<file path="config.mk">
export PLATFORM = sky130hd
export DESIGN_NAME = avalon_mm_arbiter
export DESIGN_NICKNAME = d
export VERILOG_FILES = /design/src/rtl/avalon_arb_pkg.sv /design/src/rtl/avalon_arb_id_fifo.sv /design/src/rtl/avalon_mm_arbiter.sv
export SDC_FILE = /design/constraint.sdc
export NUM_CORES = 1
export LEC_CHECK = 0
export ABC_AREA = 1
export BUFFER_PORTS_ARGS = -buffer_cell sky130_fd_sc_hd__buf_4
export CAP_MARGIN = 0
export CORE_UTILIZATION = 40
export CTS_CLUSTER_DIAMETER = 150
export DETAILED_ROUTE_END_ITERATION = 8
export GPL_ROUTABILITY_DRIVEN = 0
export GPL_TIMING_DRIVEN = 0
export PLACE_DENSITY = 0.93
export SLEW_MARGIN = 15
export SYNTH_ARGS = -nofsm -noshare
export SYNTH_HDL_FRONTEND = slang
export SYNTH_HIERARCHICAL = 1
export SYNTH_SLANG_ARGS = --single-unit
</file>
<file path="constraint.sdc">
create_clock -name clk -period 6.4 [get_ports clk]
set_input_delay 1.28 -clock clk [delete_from_list [all_inputs] [get_ports clk]]
set_output_delay 1.28 -clock clk [all_outputs]
set_load 0.02 [all_outputs]
</file>
<file path="src/rtl/avalon_arb_pkg.sv">
// Shared types for the two-master Avalon-MM arbiter.
package avalon_arb_pkg;

   localparam int NBMASTERS = 2;

   typedef enum logic {IDLE, BUSY} arb_state_t;

   typedef logic master_id_t;

   // Round-robin pick: the master that did not win last time has priority.
   // Only meaningful when at least one request bit is set.
   function automatic master_id_t rr_pick(input logic [NBMASTERS-1:0] req,
                                          input master_id_t           last);
      master_id_t other;
      other = ~last;
      return req[other] ? other : last;
   endfunction

endpackage

</file>
<file path="src/rtl/avalon_arb_id_fifo.sv">
// Master-ID FIFO for outstanding reads; head is read combinationally.
module avalon_arb_id_fifo
   import avalon_arb_pkg::*;
#(
   parameter int DEPTH = 4
) (
   input  logic       clk,
   input  logic       rst_n,
   input  logic       push_i,
   input  master_id_t din_i,
   input  logic       pop_i,
   output master_id_t head_o,
   output logic       full_o,
   output logic       empty_o
);

   localparam int AW = $clog2(DEPTH);
   localparam logic [AW:0] DEPTH_C = (AW+1)'(DEPTH);

   logic [DEPTH-1:0] mem_q;
   logic [AW-1:0]    rd_q, wr_q;
   logic [AW:0]      cnt_q, cnt_d;
   logic             do_push, do_pop;

   assign full_o  = (cnt_q == DEPTH_C);
   assign empty_o = (cnt_q == '0);
   assign head_o  = mem_q[rd_q];
   assign do_pop  = pop_i & ~empty_o;
   // A pop in the same cycle frees the slot, so a full FIFO still takes a push.
   assign do_push = push_i & (~full_o | do_pop);

   // Occupancy follows the accepted push/pop pair.
   always_comb begin
      cnt_d = cnt_q + {{AW{1'b0}}, do_push} - {{AW{1'b0}}, do_pop};
   end

   // Storage and pointers; power-of-2 depth lets the pointers wrap naturally.
   always_ff @(posedge clk or negedge rst_n) begin
      if (!rst_n) begin
         mem_q <= '0;
         rd_q  <= '0;
         wr_q  <= '0;
         cnt_q <= '0;
      end else begin
         if (do_push) begin
            mem_q[wr_q] <= din_i;
            wr_q        <= wr_q + 1'b1;
         end
         if (do_pop) rd_q <= rd_q + 1'b1;
         cnt_q <= cnt_d;
      end
   end

endmodule

</file>
<file path="src/rtl/avalon_mm_arbiter.sv">
// Two-master, one-slave Avalon-MM arbiter with round-robin grant and
// read-ID tracking so returned data only flags the issuing master.
module avalon_mm_arbiter
   import avalon_arb_pkg::*;
#(
   parameter  int NBDATABYTES = 2,
   parameter  int NBADDRBITS  = 8,
   parameter  int MAXPENDING  = 4,
   localparam int DW          = 8*NBDATABYTES
) (
   input  logic                                   clk,
   input  logic                                   rst,
   input  logic [NBMASTERS-1:0][NBADDRBITS-1:0]   m_address,
   input  logic [NBMASTERS-1:0][NBDATABYTES-1:0]  m_byteenable,
   input  logic [NBMASTERS-1:0]                   m_read,
   input  logic [NBMASTERS-1:0]                   m_write,
   input  logic [NBMASTERS-1:0][DW-1:0]           m_writedata,
   output logic [NBMASTERS-1:0][DW-1:0]           m_readdata,
   output logic [NBMASTERS-1:0]                   m_readdatavalid,
   output logic [NBMASTERS-1:0]                   m_waitrequest,
   output logic [NBADDRBITS-1:0]                  s_address,
   output logic [NBDATABYTES-1:0]                 s_byteenable,
   output logic                                   s_read,
   output logic                                   s_write,
   output logic [DW-1:0]                          s_writedata,
   input  logic [DW-1:0]                          s_readdata,
   input  logic                                   s_readdatavalid,
   input  logic                                   s_waitrequest,
   output logic                                   err_unexpected
);

   arb_state_t           state_q, state_d;
   master_id_t           grant_q, grant_d;
   master_id_t           last_q, last_d;
   logic                 err_q, err_d;
   logic [NBMASTERS-1:0] req, req_other;
   logic                 busy, rw_both, accept, push, pop;
   logic                 fifo_full, fifo_empty;
   master_id_t           fifo_head;

   assign busy    = (state_q == BUSY);
   assign rw_both = busy & m_read[grant_q] & m_write[grant_q];

   // A read only competes while there is room to remember who issued it.
   always_comb begin
      for (int i = 0; i < NBMASTERS; i++)
         req[i] = m_write[i] | (m_read[i] & ~fifo_full);
      req_other          = req;
      req_other[grant_q] = 1'b0;
   end

   // Forward the granted command; read+write together forwards only the write.
   always_comb begin
      s_write      = busy & m_write[grant_q];
      s_read       = busy & m_read[grant_q] & ~m_write[grant_q] & ~fifo_full;
      s_address    = busy ? m_address[grant_q]    : '0;
      s_byteenable = busy ? m_byteenable[grant_q] : '0;
      s_writedata  = busy ? m_writedata[grant_q]  : '0;
   end

   assign accept = (s_read | s_write) & ~s_waitrequest;
   assign push   = accept & s_read;
   assign pop    = s_readdatavalid & ~fifo_empty;

   // Only the granted master can see waitrequest drop, and only on accept.
   always_comb begin
      m_waitrequest = '1;
      if (busy) m_waitrequest[grant_q] = ~accept;
   end

   // Returned data goes to every master; the valid strobe only to the issuer.
   always_comb begin
      m_readdatavalid = '0;
      if (pop) m_readdatavalid[fifo_head] = 1'b1;
   end

   assign m_readdata     = {NBMASTERS{s_readdata}};
   assign err_unexpected = err_q;

   // Next-state: grant from IDLE, re-arbitrate on accept, bail if the
   // granted master withdraws without being accepted.
   always_comb begin
      state_d = state_q;
      grant_d = grant_q;
      last_d  = last_q;
      err_d   = err_q | (s_readdatavalid & fifo_empty) | rw_both;
      case (state_q)
         IDLE: begin
            if (|req) begin
               grant_d = rr_pick(req, last_q);
               last_d  = grant_d;
               state_d = BUSY;
            end
         end
         BUSY: begin
            if (accept) begin
               if (|req_other) begin
                  grant_d = ~grant_q;
                  last_d  = ~grant_q;
               end else begin
                  state_d = IDLE;
               end
            end else if (!(s_read | s_write)) begin
               state_d = IDLE;
            end
         end
         default: state_d = IDLE;
      endcase
   end

   // Arbiter state, grant history and sticky error flag.
   always_ff @(posedge clk or negedge rst) begin
      if (!rst) begin
         state_q <= IDLE;
         grant_q <= 1'b0;
         last_q  <= 1'b1;
         err_q   <= 1'b0;
      end else begin
         state_q <= state_d;
         grant_q <= grant_d;
         last_q  <= last_d;
         err_q   <= err_d;
      end
   end

   avalon_arb_id_fifo #(.DEPTH(MAXPENDING)) u_id_fifo (
      .clk     (clk),
      .rst_n   (rst),
      .push_i  (push),
      .din_i   (grant_q),
      .pop_i   (pop),
      .head_o  (fifo_head),
      .full_o  (fifo_full),
      .empty_o (fifo_empty)
   );

endmodule

</file>
==> out/results.txt, run 1 <==
Post-synthesis cell count: 190
H-tree depth: 1
Fin Setup TNS: 0 ns
Post-synthesis sequential area ratio: 25.6%
Post-DP Area: 0.00246 mm²
Max-slew violations: 0
Filler cell count in the final layout: 273
Initial antenna violation count: 0
Post-Synth Adder-Cell Area: 5.62%
Commonest cells in the netlist: nand2_1 (41), buf_4 (34), a22o_1 (26)
Port Buffers: 124
Clock share of power: 5.4%
Synth Area in XOR/XNOR: 1.79%
Fmax: 0.298 GHz
Post-synth EDFFs: 0
Initial Utilization: 43.0%
Net switching power: 0.497 mW
Yosys cell types: 26
Routed WL: 5160 µm
Routed len/inst: 14.2 µm
Worst setup path class: input port to output port
Worst flop-to-flop path startpoint: grant_q
Number of global-route vias before repair: 1,679
All-Layer GR Usage: 26.5%
Post-place setup slack: 3.04 ns
Fin crit period: 3.36 ns
CTS tree: built
Int Pwr: 0.490 mW
CTS Hold Buffers Added: 0
Synth warn: 6
Clock sink count: 15
Congestion Overflow GR: 0
Leak Pwr: 1.43 nW
FFs w/ async S/R, synth: 100%
Critical path peak fanout: 4
Unrepaired setup endpoints after global routing: no
Seq pwr share: 18.4%
Busiest grt layer: met2
Post-DP HPWL: 4440 µm
Max-cap violations: 0
CP arrival: 2.08 ns
CTS buffer count: 3
Yosys reg bits: 15
WHS: 0.485 ns
P&R area growth vs syn: 69.0%
Mean Syn Cell Area: 7.74 µm²
GR Layer Usage met2: 46.2%
Max transition margin: 78.4%
Mux cell area share after synthesis: 0%
Met1 Use GR: 32.9%
Worst Max-Slew Pin Slew: 0.323 ns
Worst Setup SP: m_write[1]
First-pass DRT Iterations: 4
Most common cell in the netlist: nand2_1
CTS root buf: clkbuf_4
Final Setup Violations: 0
Resized Gates After CTS: 0
Die width: 62.6 µm
Total chip power: 0.987 mW
Pwr dens: 397 mW/mm²
Die area: 0.00392 mm²
Layout Nets: 401
Logic pwr share: 76.2%
Critical Path End Type: output port
Number of diodes: 0
Critical path required time: 5.12 ns
Clock Latency Late Sink: 0.28 ns
Crit path to: m_waitrequest[0]
Mapped Area: 0.00147 mm²
Post-DRT Antenna Nets: 0
Final period util: 52.4%
Reg2reg setup slack: 3.84 ns
DR iter-0 viols: 82
Vias: 1,764
Sw frac: 50.4%
Die Height: 62.6 µm
CTS max path bufs: 2
Area contributors post-synth: dfrtp_1 (24%), buf_4 (17%), a22o_1 (15%), nand2_1 (10%), ha_1 (4.3%)
Final Hold Viols: 0
DRC viols: 0
Compound-Gate Fraction of Synth Area: 18.9%
Outcome: finished, final reports clean
Cell area after layout: 0.00248 mm²
Setup bufs post-CTS: 0
Hold WC Path Type: flip-flop to flip-flop
Vias per cell: 4.85
Largest family of logic cells by synthesized area: buffers and inverters
Yosys top cell by area: dfrtp_1
Worst Skew: 0.00181 ns
Clock-pin slew on the worst setup and hold paths: 0.08 ns
I/O pin count: 141
Cells on worst reg2reg path: 14
Worst vdd ir: 205 µV
CP Launch Type: input port
Top cell type's share of synthesized area: 23.8%
Area of the core: 0.00342 mm²
Rows: 21
First-pass GRT wire length: 8060 µm
Synth Net Count: 272
Prevailing post-synth register cell: dfrtp_1
Layout cells sized above 1: 56.6%
Largest net degree at the start of global routing: 16
Met3 usage: 6.75%
Post-Synth Simple-Gate Area: 23.8%
R2R Path End: u_id_fifo/cnt_q[2]
Final WS setup: 3.04 ns
cells in the final DEF, fill, tap and decap left out, drive strengths merged:
cell type	Yosys	layout
nand3	13	13
clkbuf	0	4
a22o	26	26
nor2	7	7
a221o	1	1
nand2	48	48
ha	5	5
xor2	2	2
buf	39	163
dfrtp	14	14
xnor2	1	1
nand4	4	4
or2	1	1
o21ai	3	3
nor3b	1	1
nor3	1	1
inv	17	17
fa	1	1
dfstp	1	1
a21oi	5	5
power groups by stage:
stage	Clock [mW]	Combinational, mW	Sequential (mW)
after floorplan	0	0.484	0.171
after global placement	0	0.730	0.179
after detailed placement	0	0.743	0.182
after CTS	0.0559	0.751	0.180
after global routing	0.0620	0.816	0.187
final	0.0535	0.752	0.181
cell type report:
cell class / count / area [µm²] / area share, %
buffer: 39 / 293 / 11.8
inverter: 17 / 63.8 / 2.57
clock buffer: 4 / 26.3 / 1.06
sequential: 15 / 377 / 15.2
multi-input combinational: 119 / 737 / 29.7
tap: 46 / 57.6 / 2.32
timing repair buffer: 124 / 931 / 37.5
sequential cells by signal, summed over array words and instances, names as in the netlist:
name / cells
err_unexpected: 1
last_q: 1
u_id_fifo/mem_q: 4
u_id_fifo/cnt_q: 3
u_id_fifo/wr_q: 2
busy: 1
grant_q: 1
u_id_fifo/rd_q: 2
worst min path at each step:
stage,from,endpoint,slack [ns],depth (start not counted)
after floorplan,u_id_fifo/mem_q[1],u_id_fifo/mem_q[1],0.44,2
after global placement,u_id_fifo/mem_q[2],u_id_fifo/mem_q[2],0.46,2
after detailed placement,last_q,last_q,0.47,2
after CTS,last_q,last_q,0.48,2
after global routing,last_q,last_q,0.52,2
final,last_q,last_q,0.49,2
cells by family (layout without fill, tap and decap cells):
kind of cell / after synthesis / count (layout)
AND/OR/NAND/NOR: 75 / 75
buffers and inverters: 56 / 184
AO/OA/AOI/OAI: 35 / 35
flip-flops: 15 / 15
adder cells (fa/ha/maj): 6 / 6
XOR/XNOR: 3 / 3
routing by layer:
metal	share of wire (%)	up-vias
met5	0	-
met1	39	798
met3	11	4
li1	-	867
met2	50	95
met4	0.89	0
metrics by stage:
stage / util [%] / std cells
6_report: 72.7 / 364
5_1_grt: 72.7 / 364
4_1_cts: 72.7 / 364
3_5_place_dp: 72.0 / 360
3_3_place_gp: 72.0 / 360
2_1_floorplan: - / 190
critical path: stages:
cell     delay, ns
buf_4         0.11
nand2_1       0.07
nand2_2       0.07
nor2_2        0.09
nand2_2       0.08
nand2_2       0.10
nand3_1       0.10
buf_4         0.18
(Power assumes the default switching activity.)
==> inputs of run 2 (changes only) <==
- ABC_AREA: 1 -> 0
- CORE_UTILIZATION: 40 -> 38
- PLACE_DENSITY: 0.93 -> 0.87
- clock period: 6.4 -> 3.1 ns (I/O delays scaled with it)
==> out/results.txt, run 2 <==
Yosys reg bits: 15 (unchanged)
Die Height: 66.9 µm (+6.8%)
Commonest cells in the netlist: nor2_1 (35), buf_4 (32), mux2i_1 (27)
Initial antenna violation count: 0 (unchanged)
Post-synth EDFFs: 0 (unchanged)
Commonest non-fill, non-tap cell in the layout: buf_4
CP top delay family: simple AND/OR/NAND/NOR gates
Most frequent cells in the layout: buf_4 (156), nor2_1 (35), mux2i_1 (27)
Yosys cell types: 35 (+35%)
Layout cells sized above 1: 56.0% (-0.58 points)
Post-place setup slack: 0.178 ns (-2.87 ns)
Port Buffers: 124 (unchanged)
Area of the core: 0.00403 mm² (+18%)
All-Layer GR Usage: 20.1% (-6.4 points)
Fin Setup TNS: 0 ns (unchanged)
P&R area growth vs syn: 65.0%
Outcome: finished, final reports clean
Metal2 WL: 2740 µm (+7.3%)
Max-slew violations: 0 (unchanged)
Post-synthesis cell count: 179 (-5.8%)
Clock-pin slew on the worst setup and hold paths: 0.06 ns (-0.02 ns)
Mean Syn Cell Area: 8.93 µm² (+15%)
Post-DRT Antenna Nets: 0 (unchanged)
Clock sink count: 15 (unchanged)
Congestion Overflow GR: 0 (unchanged)
DRC viols: 0 (unchanged)
Post-DP HPWL: 4140 µm (-6.9%)
CTS Hold Buffers Added: 0 (unchanged)
Top reg by flops: u_id_fifo/mem_q
CTS max path bufs: 2 (unchanged)
Final Setup Violations: 0 (unchanged)
Initial Utilization: 39.7% (-3.4 points)
Top routing layer in use: met4
H-tree depth: 1 (unchanged)
FFs w/ async S/R, synth: 100% (unchanged)
Final Hold Viols: 0 (unchanged)
Rows: 23 (+9.5%)
Prevailing post-synth register cell: dfrtp_1
Die area: 0.00447 mm² (+14%)
DR iter-0 viols: 72 (-12%)
Total chip power: 2.09 mW (+110%)
Yosys top cell by area: dfrtp_1
Resized Gates After CTS: 0 (unchanged)
Number of diodes: 0 (unchanged)
CP cell instances: buf_6, mux2i_4, nor3_1, and2_1, nor2b_1, nand2b_2, mux2i_1, ha_1, inv_1, fa_1, xnor2_1, xnor2_1
Critical path's most frequent cell: xnor2_1
Final period util: 94.0%
Met1 wire length: 1730 µm (-14%)
Vias per cell: 4.75 (-2.0%)
CTS tree: built
CP Launch Type: flip-flop
Layout Nets: 390 (-2.7%)
I/O pin count: 141 (unchanged)
Pwr dens: 793 mW/mm² (+99%)
Leak Pwr: 1.43 nW (+0.52%)
Worst setup path class: flip-flop to flip-flop
Clock Latency Late Sink: 0.25 ns (-0.03 ns)
Worst Max-Slew Pin Slew: 0.496 ns (+0.172 ns)
First-pass DRT Iterations: 4 (unchanged)
Critical path required time: 3.24 ns (-1.88 ns)
Worst Skew: 0.00375 ns (+0.00194 ns)
Worst vdd ir: 411 µV (+100%)
Max FFs per register: 4 (unchanged)
Unrepaired setup endpoints after global routing: no
Multi-input logic area: 915 µm² (+24%)
Most common cell in the netlist: nor2_1
Routed met3 length: 297 µm (-46%)
Max transition margin: 66.9% (-11 points)
Number of global-route vias before repair: 1,547 (-7.9%)
Final WS setup: 0.186 ns (-2.86 ns)
CP arrival: 3.05 ns (+0.97 ns)
Synth warn: 6 (unchanged)
Critical path peak fanout: 7 (+3)
Filler cell count in the final layout: 362 (+33%)
Max-cap violations: 0 (unchanged)
Synth Net Count: 261 (-4.0%)
Vias: 1,695 (-3.9%)
Area contributors post-synth: dfrtp_1 (22%), mux2i_1 (17%), buf_4 (15%), nor2_1 (8.2%), ha_1 (3.9%)
Die width: 66.9 µm (+6.8%)
CTS buffer count: 3 (unchanged)
Fmax: 0.343 GHz
Hold WC Path Type: input port to async pin
Routed len/inst: 13.5 µm (-4.9%)
Fin crit period: 2.91 ns
Setup bufs post-CTS: 0 (unchanged)
CTS root buf: clkbuf_8
Storage element area: 377 µm² (unchanged)
Post-synthesis sequential area ratio: 23.6% (-2.1 points)
Mapped Area: 0.00160 mm² (+8.8%)
WHS: 0.209 ns (-0.276 ns)
Critical path's slowest cell: dfrtp_1
Layout Utilization: 65.5% (-7.3 points)
First-pass GRT wire length: 6670 µm (-17%)
Routed WL: 4810 µm (-6.8%)
Buf/Inv on CP: 2 (unchanged)
Critical Path End Type: flip-flop
Critical path's largest stage delay: 0.44 ns (+0.26 ns)
Top cell type's share of synthesized area: 21.9% (-1.9 points)
Largest net degree at the start of global routing: 16 (unchanged)
Top flop regs: u_id_fifo/mem_q x4, u_id_fifo/cnt_q x3
==> run 2: cells by family (layout without fill, tap and decap cells) <==
| kind of cell | after synthesis | after routing | share of synthesized area [%] |
|---|---|---|---|
| xor gates and xnor gates | 5 | 5 | 2.74 |
| DFF | 15 | 15 | 23.6 |
| adders and majority gates | 6 | 6 | 5.16 |
| buffers and inverters | 47 | 175 | 19.2 |
| AOI/OAI and AO/OA | 12 | 12 | 5.87 |
| and+or+nand+nor | 58 | 58 | 17.8 |
| muxes | 36 | 36 | 25.6 |
==> run 2: worst paths after layout <==
path	from	to	slack (ns)	cells past startpoint
worst max register to register	grant_q	u_id_fifo/cnt_q[2]	0.19	12
min in group clk	err_unexpected	err_unexpected	0.48	2
worst min-delay path	rst	err_unexpected	0.21	1
worst max-delay path	grant_q	u_id_fifo/cnt_q[2]	0.19	12
worst min register to register	err_unexpected	err_unexpected	0.48	2
max in group asynchronous	rst	last_q	2.65	1
==> run 2: per-stage QoR <==
stage | instances | instance area, µm²
global route | 357 | 2640
finish | 357 | 2640
global placement | 353 | 2590
CTS | 357 | 2640
detailed placement | 353 | 2590
floorplan | 179 | 1600
==> run 2: final cells by class <==
| cell class | count | area share [%] |
|---|---|---|
| Timing Repair Buffer | 124 | 35.3 |
| Multi-Input combinational cell | 117 | 34.7 |
| Sequential cell | 15 | 14.3 |
| Clock inverter | 1 | 0.190 |
| Buffer | 39 | 10.5 |
| Clock buffer | 3 | 1.56 |
| Tap cell | 50 | 2.37 |
| Inverter | 8 | 1.14 |
==> run 2: per-layer routing <==
metal	GRT usage (%)	up-vias
met5	0	-
met4	6.38	0
met3	2.91	5
met2	38.8	74
met1	21.9	792
li1	-	824
==> run 2: power by group <==
part	internal, mW	total, mW	switching (mW)
clock network	0.0892	0.163	0.0733
logic	0.724	1.52	0.798
registers	0.298	0.406	0.108
total	1.11	2.09	0.980
==> inputs of run 3 (changes only) <==
- ABC_CLOCK_PERIOD_IN_PS: not set -> 3100
- CELL_PAD_IN_SITES_DETAIL_PLACEMENT: not set -> 1
- CELL_PAD_IN_SITES_GLOBAL_PLACEMENT: not set -> 1
- CORE_UTILIZATION: 38 -> 25
- PLACE_DENSITY: 0.87 -> 0.86
==> out/results.txt, run 3 (synthesis results as in run 2) <==
Worst vdd ir: 330 µV (-20%)
Initial antenna violation count: 0 (unchanged)
CP arrival: 3.01 ns (-0.04 ns)
WHS: 0.221 ns (+0.0122 ns)
Port Buffers: 124 (unchanged)
Leak Pwr: 1.43 nW (-0.17%)
Initial Utilization: 26.4% (-13 points)
R2R Path End: u_id_fifo/cnt_q[2]
Filler cell count in the final layout: 736 (+100%)
All-Layer GR Usage: 16.2% (-3.9 points)
Pwr dens: 786 mW/mm² (-0.85%)
Most frequent cells in the layout: buf_4 (156), nor2_1 (35), mux2i_1 (27)
CTS root buf: clkbuf_8
Outcome: finished, final reports clean
Critical path peak fanout: 7 (unchanged)
CP Launch Type: flip-flop
Max-cap violations: 0 (unchanged)
Seq pwr share: 19.4% (about the same)
Fin Setup TNS: 0 ns (unchanged)
Worst Skew: 0.000385 ns (-0.00337 ns)
Clock sink count: 15 (unchanged)
Layout Nets: 390 (unchanged)
CTS tree: built
Vias: 1,679 (-0.94%)
Worst setup path class: flip-flop to flip-flop
CTS max path bufs: 2 (unchanged)
Number of global-route vias before repair: 1,702 (+10%)
Worst Max-Slew Pin Slew: 0.447 ns (-0.0489 ns)
Post-DP HPWL: 4820 µm (+16%)
Unrepaired setup endpoints after global routing: no
Net switching power: 0.985 mW (+0.57%)
Final Setup Violations: 0 (unchanged)
CTS buffer count: 3 (unchanged)
First-pass DRT Iterations: 4 (unchanged)
Clock Latency Late Sink: 0.24 ns (about the same)
Critical path required time: 3.27 ns (+0.03 ns)
Max FFs per register: 4 (unchanged)
Final Hold Viols: 0 (unchanged)
Die area: 0.00672 mm² (+50%)
DRC viols: 0 (unchanged)
Setup bufs post-CTS: 0 (unchanged)
Max transition margin: 70.2% (+3.3 points)
Vias per cell: 4.40 (-7.4%)
Die width: 82.0 µm (+23%)
Worst flop-to-flop path startpoint: grant_q
Top reg by flops: u_id_fifo/mem_q
Fin crit period: 2.84 ns (-0.0689 ns)
Post-place setup slack: 0.112 ns (-0.0657 ns)
Int Pwr: 1.11 mW (+0.20%)
Clock share of power: 7.5% (-0.3 points)
Cells on worst reg2reg path: 12 (unchanged)
Commonest non-fill, non-tap cell in the layout: buf_4
Final period util: 91.8% (-2.2 points)
Final WS setup: 0.255 ns (+0.0689 ns)
DR iter-0 viols: 22 (-69%)
Congestion Overflow GR: 0 (unchanged)
Die Height: 82.0 µm (+23%)
Sw frac: 46.9% (+0.092 points)
P&R area growth vs syn: 67.1%
Post-DRT Antenna Nets: 0 (unchanged)
Fmax: 0.351 GHz (+2.4%)
I/O pin count: 141 (unchanged)
Layout cells sized above 1: 56.0% (unchanged)
Area of the core: 0.00606 mm² (+50%)
Number of diodes: 0 (unchanged)
Clock-pin slew on the worst setup and hold paths: 0.06 ns (about the same)
First-pass GRT wire length: 8270 µm (+24%)
Cell area after layout: 0.00267 mm² (+1.2%)
Routed WL: 5470 µm (+14%)
Critical Path End Type: flip-flop
Routed len/inst: 14.3 µm (+6.2%)
Rows: 28 (+22%)
Max-slew violations: 0 (unchanged)
Post-DP Area: 0.00262 mm² (+1.2%)
Hold WC Path Type: input port to async pin
Largest net degree at the start of global routing: 16 (unchanged)
Top flop regs: u_id_fifo/mem_q x4, u_id_fifo/cnt_q x3
Reg2reg setup slack: 0.26 ns (+0.07 ns)
Logic pwr share: 73.2% (+0.4 points)
H-tree depth: 1 (unchanged)
## run 3: per-layer routing
| layer | GRT usage (%) | vias up | part of all wire [%] |
|---|---|---|---|
| met4 | 3.16 | 0 | 0.73 |
| met5 | 0 | - | 0 |
| met2 | 31.7 | 79 | 56 |
| met1 | 16.1 | 777 | 34 |
| met3 | 5.78 | 4 | 9.5 |
| li1 | - | 819 | - |
## run 3: through the flow
step           cells  utilization [%]  total power, mW
3_5_place_dp     378             43.3             1.96
6_report         382             44.1             2.10
3_3_place_gp     378             43.3             1.90
5_1_grt          382             44.1             2.26
2_1_floorplan    179                -             1.40
4_1_cts          382             44.0             2.13
## run 3: power by group through the flow
stage / Sequential (mW) / Clock, mW / Combinational [mW]
after floorplan: 0.380 / 0 / 1.02
after global placement: 0.401 / 0 / 1.49
after detailed placement: 0.411 / 0 / 1.55
after CTS: 0.410 / 0.163 / 1.55
after global routing: 0.426 / 0.171 / 1.66
final: 0.407 / 0.157 / 1.54
## run 3: what timing repair did
item / 4_1_cts / 5_1_grt
endpoints found under the setup margin: 0 / 1
hold endpoints to repair: 0 / 0
hold buffers: 0 / 0
resized for setup: 0 / 1
## run 3: final cells by class
cell class | count | area, µm² | share of cell area (%)
Buffer | 39 | 278 | 10.4
Clock buffer | 4 | 45.0 | 1.69
Inverter | 8 | 30.0 | 1.12
Multi-Input combinational cell | 117 | 917 | 34.3
Sequential cell | 15 | 377 | 14.1
Tap cell | 75 | 93.8 | 3.51
Timing Repair Buffer | 124 | 931 | 34.8
## run 3: worst max path at each step
stage	from	end	cells past startpoint
floorplan	grant_q	u_id_fifo/cnt_q[2]	12
global placement	m_read[0]	u_id_fifo/cnt_q[2]	12
detailed placement	m_read[0]	u_id_fifo/cnt_q[2]	12
CTS	grant_q	u_id_fifo/cnt_q[2]	12
global route	grant_q	u_id_fifo/cnt_q[2]	12
finish	grant_q	u_id_fifo/cnt_q[2]	12
## run 3: worst max-delay path, cell delays in order (launching register included)
cell and delay (ns):
dfrtp_1 0.44, buf_6 0.17, mux2i_4 0.19, nor3_1 0.21
and2_1 0.22, nor2b_2 0.30, nand2b_2 0.14, mux2i_1 0.18
ha_1 0.17, inv_1 0.05, fa_1 0.38, xnor2_1 0.19
xnor2_1 0.14
